File: config.mk
export PLATFORM = sky130hd
export DESIGN_NAME = micro_sequencer
export DESIGN_NICKNAME = d
export VERILOG_FILES = /design/src/rtl/micro_sequencer.sv
export SDC_FILE = /design/constraint.sdc
export NUM_CORES = 1
export LEC_CHECK = 0
export ABC_AREA = 0
export BUFFER_PORTS_ARGS = -buffer_cell sky130_fd_sc_hd__buf_2
export CAP_MARGIN = 20
export CORE_MARGIN = 4
export CORE_UTILIZATION = 45
export DETAILED_ROUTE_END_ITERATION = 16
export PLACE_DENSITY = 0.9
export RECOVER_POWER = 50
export SLEW_MARGIN = 10
export SYNTH_ARGS = -nofsm -noshare
export SYNTH_HDL_FRONTEND = slang
export SYNTH_SLANG_ARGS = --single-unit
File: constraint.sdc
create_clock -name i_clk -period 2.02 [get_ports i_clk]
set_input_delay 0.404 -clock i_clk [delete_from_list [all_inputs] [get_ports i_clk]]
set_output_delay 0.404 -clock i_clk [all_outputs]
set_load 0.005 [all_outputs]
File: src/rtl/micro_sequencer.sv
`default_nettype none
// ============================================================================
// Module   : micro_sequencer
// Purpose  : Microcode sequencer for the SAP control unit. Owns the T-state
//            step counter, forms the microcode ROM address {opcode, step} and
//            gates the returned control word onto o_ctrl. Supports early
//            end-of-instruction (END bit), single-step enable, a halt/resume
//            state and a retired-instruction counter.
// Ports    : i_clk        rising-edge clock
//            i_clr_n      synchronous active-low reset
//            i_en         step enable; 0 freezes step, state and counter
//            i_resume     one-cycle pulse that leaves HALT
//            i_ir_op      opcode from the instruction register
//            i_uword      microcode ROM data: [CTRL_W] = END, rest = control
//            o_uaddr      microcode ROM address (combinational)
//            o_ctrl       control word to datapath (combinational)
//            o_step       current step (registered)
//            o_hlt        1 while halted (registered)
//            o_instr_cnt  instructions retired (registered, wraps)
// Revision : 1.0 - initial release
// ============================================================================
module micro_sequencer #(
  parameter int                    OPCODE_W    = 4,
  parameter int                    STEP_W      = 3,
  parameter int                    CTRL_W      = 18,
  parameter int                    MAX_STEPS   = 6,
  parameter int                    FETCH_STEPS = 2,
  parameter logic [OPCODE_W-1:0]   HALT_OP     = {OPCODE_W{1'b1}},
  parameter int                    CNT_W       = 16
) (
  input  logic                       i_clk,
  input  logic                       i_clr_n,
  input  logic                       i_en,
  input  logic                       i_resume,
  input  logic [OPCODE_W-1:0]        i_ir_op,
  input  logic [CTRL_W:0]            i_uword,
  output logic [OPCODE_W+STEP_W-1:0] o_uaddr,
  output logic [CTRL_W-1:0]          o_ctrl,
  output logic [STEP_W-1:0]          o_step,
  output logic                       o_hlt,
  output logic [CNT_W-1:0]           o_instr_cnt
);

  localparam logic [STEP_W-1:0] C_LAST_STEP  = STEP_W'(MAX_STEPS - 1);
  localparam logic [STEP_W-1:0] C_FETCH_STEP = STEP_W'(FETCH_STEPS);

  typedef enum logic [1:0] {
    S_IDLE = 2'd0,
    S_RUN  = 2'd1,
    S_HALT = 2'd2
  } state_t;

  state_t             r_state;
  logic [STEP_W-1:0]  r_step;
  logic [CNT_W-1:0]   r_instr_cnt;
  logic               r_hlt;

  logic               w_in_fetch;
  logic               w_end_instr;
  logic               w_halt_entry;

  // Fetch steps are shared by every opcode, so the opcode field is masked
  // until the first execute step.
  assign w_in_fetch = (r_step < C_FETCH_STEP);

  // END from the ROM cannot shorten the fetch; the last step always ends.
  assign w_end_instr  = (i_uword[CTRL_W] & ~w_in_fetch) | (r_step == C_LAST_STEP);
  assign w_halt_entry = (r_step == C_FETCH_STEP) && (i_ir_op == HALT_OP);

  assign o_uaddr = w_in_fetch ? {{OPCODE_W{1'b0}}, r_step} : {i_ir_op, r_step};

  // The ROM is asynchronous, so the control word passes straight through
  // while running (including while EN=0; the datapath qualifies with EN).
  assign o_ctrl = (r_state == S_RUN) ? i_uword[CTRL_W-1:0] : '0;

  assign o_step      = r_step;
  assign o_hlt       = r_hlt;
  assign o_instr_cnt = r_instr_cnt;

  always_ff @(posedge i_clk) begin
    if (!i_clr_n) begin
      r_state     <= S_IDLE;
      r_step      <= '0;
      r_instr_cnt <= '0;
      r_hlt       <= 1'b0;
    end else begin
      case (r_state)
        S_IDLE: begin
          r_state <= S_RUN;
          r_step  <= '0;
        end
        S_RUN: begin
          if (i_en) begin
            if (w_halt_entry) begin
              // Halt takes priority over any END on the same step; the HLT
              // instruction itself counts as retired exactly once.
              r_state     <= S_HALT;
              r_hlt       <= 1'b1;
              r_step      <= '0;
              r_instr_cnt <= r_instr_cnt + CNT_W'(1);
            end else if (w_end_instr) begin
              r_step      <= '0;
              r_instr_cnt <= r_instr_cnt + CNT_W'(1);
            end else begin
              r_step <= r_step + STEP_W'(1);
            end
          end
        end
        S_HALT: begin
          r_step <= '0;
          if (i_resume) begin
            r_state <= S_RUN;
            r_hlt   <= 1'b0;
          end
        end
        default: begin
          r_state <= S_IDLE;
          r_step  <= '0;
          r_hlt   <= 1'b0;
        end
      endcase
    end
  end

endmodule
`default_nettype wire

==> results.sh <==
export IMPL_outcome="complete, no violations"
export IMPL_skew_ns=0.00224
export IMPL_fmax_ghz=0.539
export IMPL_dr_pass1_iters=4
export IMPL_yosysWarnings=0
export IMPL_yosys_top_cells_area="dfxtp_1 32%, and2_1 13%, xnor2_1 7.1%"
export IMPL_post_cts_resized=0
export IMPL_cts_tree="built"
export IMPL_dp_cells=244
export IMPL_critPathMaxFanout=10
export IMPL_viasPerCell=5.20
export IMPL_met2_usage=0.307
export IMPL_fin_setup_tns_ns=0
export IMPL_synth_cell_type_count=39
export IMPL_grt_total_usage=0.162
export IMPL_fin_crit_sh=0.919
export IMPL_max_stage_delay_ns=0.47
export IMPL_syn2layout_area_growth_pct=26.4
export IMPL_overflow=0
export IMPL_p_per_area_nw_per_um2=452
export IMPL_avgRoutedWirePerCell_um=12.9
export IMPL_yosys_register_bits=22
export IMPL_die_y_um=62.9
export IMPL_synth_area_per_cell_um2=9.04
export IMPL_hp_class="input port to flip-flop"
export IMPL_fillers=259
export IMPL_clock_latency_ns=0.30
export IMPL_p_int_uw=601
export IMPL_cts_hold_buf=0
export IMPL_drt_initial_drc_count=46
export IMPL_ioPinCount=72
export IMPL_use_met3=0.0252
export IMPL_via_count=1296
export IMPL_antenna_found_initial=0
export IMPL_root_buffer="clkbuf_4"
export IMPL_cp_slowest_cell="dfxtp_1"
export IMPL_drive_gt1_frac=0.353
export IMPL_crit_type="flip-flop to flip-flop"
export IMPL_cts_buffers=3
export IMPL_p_leak_uw=0.000771
export IMPL_synth_area_um2=1360
export IMPL_final_nets=250
export IMPL_use_met1=0.177
export IMPL_slew_headroom=0.713
export IMPL_busiest_layer="met2"
export IMPL_cts_max_path_buffers=2
export IMPL_switching_share=0.223
export IMPL_clk_pin_slew_ns=0.11
export IMPL_setup_violations=0
export IMPL_maxCapViolations=0
export IMPL_die_width_um=62.9
export IMPL_grt_max_degree=26
export IMPL_row_count=19
export IMPL_dp_hpwl_mm=2.56
export IMPL_clockPowerShare=0.297
export IMPL_worstPathCellList="ha_1 -> nand2_1 -> nor3_4 -> o21ai_2 -> o311ai_2 -> o41ai_2"
export IMPL_die_area_um2=3960
export IMPL_syn_nets=181
export IMPL_p_sw_uw=173
export IMPL_finalCriticalPeriod_ns=1.86
export IMPL_ant_nets=0
export IMPL_vdd_ir_drop_worst_uv=221
export IMPL_portBuffers=71
export IMPL_diodes=0
export IMPL_cts_max_level=1
export IMPL_core_area_um2=2830
export IMPL_start_util=0.479
export IMPL_rsz0062_at_grt="no"
export IMPL_worstSetupStartpointType="flip-flop"
export IMPL_fin_cells=249
export IMPL_clkSinkCount=22
export IMPL_grt_pass1_wl_mm=5.35
export IMPL_syn_inst=150
export IMPL_grt_pass1_vias=1290
export IMPL_drc=0
export IMPL_drv_slew=0
export IMPL_drt_wl_total_mm=3.22
export IMPL_postCtsSetupBuffers=0
export IMPL_crit_arrival_ns=2.04
export IMPL_yosys_area_top_type="dfxtp_1"
export IMPL_comb_power_share=0.133
export IMPL_ys_seq_area_frac=0.325
export IMPL_power_share_sequential=0.571
export IMPL_hold_viol_final=0
export IMPL_end_kind="flip-flop"
export IMPL_cp_required_ns=2.20
export IMPL_gp_congestion=0.832
export IMPL_tightest_slew_ns=0.429
export IMPL_synth_top_area_frac=0.325
==> worst paths after layout <==
| check | cells past startpoint | slack (ns) | start | end |
|---|---|---|---|---|
| setup / recovery | 6 | 0.16 | o_step[1] | o_instr_cnt[13] |
| hold / removal | 2 | 0.37 | i_en | o_step[1] |
| setup reg to reg | 6 | 0.16 | o_step[1] | o_instr_cnt[13] |
| hold reg to reg | 2 | 0.50 | o_hlt | o_hlt |
==> sequential cells by signal (all words and copies together), names as in the netlist <==
register     count
o_instr_cnt     16
o_hlt            1
r_state          2
o_step           3
==> final cells by class <==
class	instances	area, um2	share of cell area
Timing Repair Buffer	74	358	0.209
Tap cell	31	38.8	0.0226
Multi-Input combinational cell	116	833	0.486
Sequential cell	22	440	0.257
Clock buffer	4	36.3	0.0212
Inverter	2	7.51	0.00438
==> kinds of logic after synthesis <==
kind of cell / count (synthesis) / synth area share
AOI/OAI and AO/OA: 27 / 0.170
xor gates and xnor gates: 12 / 0.0775
adders and majority gates: 4 / 0.0369
buffers and inverters: 13 / 0.0637
DFF: 22 / 0.325
muxes: 1 / 0.00738
and+or+nand+nor: 71 / 0.320
==> stage by stage <==
| stage | worst slack (ns) | power (uW) | instance area (um2) | util | hold WS (ns) |
|---|---|---|---|---|---|
| after detailed placement | 0.170 | 557 | 1690 | 0.599 | 0.493 |
| after floorplan | 0.380 | 505 | 1360 | - | 0.460 |
| after global placement | 0.249 | 554 | 1690 | 0.599 | 0.464 |
| after global routing | 0.0361 | 814 | 1710 | 0.606 | 0.379 |
| final | 0.163 | 775 | 1710 | 0.606 | 0.374 |
| after CTS | 0.139 | 784 | 1730 | 0.612 | 0.367 |
==> per-layer routing <==
metal	wire length [um]	vias to the layer above
li1	-	656
met1	1240	578
met2	1740	60
met3	221	2
met4	17	0
met5	0	-
==> layout by cell type, fill, tap and decap left out, types with 6 or more instances in the layout <==
| master | n |
|---|---|
| and2_1 | 28 |
| buf_2 | 56 |
| clkbuf_1 | 14 |
| dfxtp_1 | 22 |
| nand2_1 | 7 |
| nor2_1 | 7 |
| nor2b_1 | 6 |
| o2111ai_1 | 6 |
| o211ai_1 | 6 |
| xnor2_1 | 11 |
==> power by group through the flow <==
stage,registers (uW),logic (uW),clock network [uW]
detailed placement,452,106,0
CTS,442,106,236
floorplan,451,54.1,0
finish,442,103,230
global placement,452,102,0
global route,443,116,255
==> Yosys cell counts <==
master / instances
o21ai_0: 1
o21a_1: 1
o2111ai_1: 6
buf_4: 4
nand4_1: 1
o311ai_2: 1
nand4_2: 1
inv_1: 2
nand2b_1: 4
o21ai_1: 1
buf_6: 3
and2_2: 1
xnor2_1: 11
clkbuf_1: 4
and3_2: 2
and2_1: 28
dfxtp_1: 22
o31ai_1: 4
and4_4: 1
xor2_1: 1
and2b_1: 1
or2b_2: 1
a211oi_1: 1
nor2b_1: 6
ha_1: 4
nor2_1: 7
nand3_1: 4
and4_1: 1
o211ai_1: 6
nand3b_1: 1
nor3_4: 1
a21oi_1: 1
and3_1: 3
o41ai_2: 1
a21boi_0: 2
nand2_1: 8
mux2i_1: 1
o21ai_2: 1
o21ai_4: 1
==> worst max-delay path: cells and delay by family (launching register included) <==
| kind | cells | cell delay (ns) |
|---|---|---|
| AO/OA/AOI/OAI | 3 | 0.65 |
| flip-flops | 1 | 0.47 |
| AND/OR/NAND/NOR | 2 | 0.43 |
| adder cells (fa/ha/maj) | 1 | 0.19 |
Power figures use the tool's default switching activity.
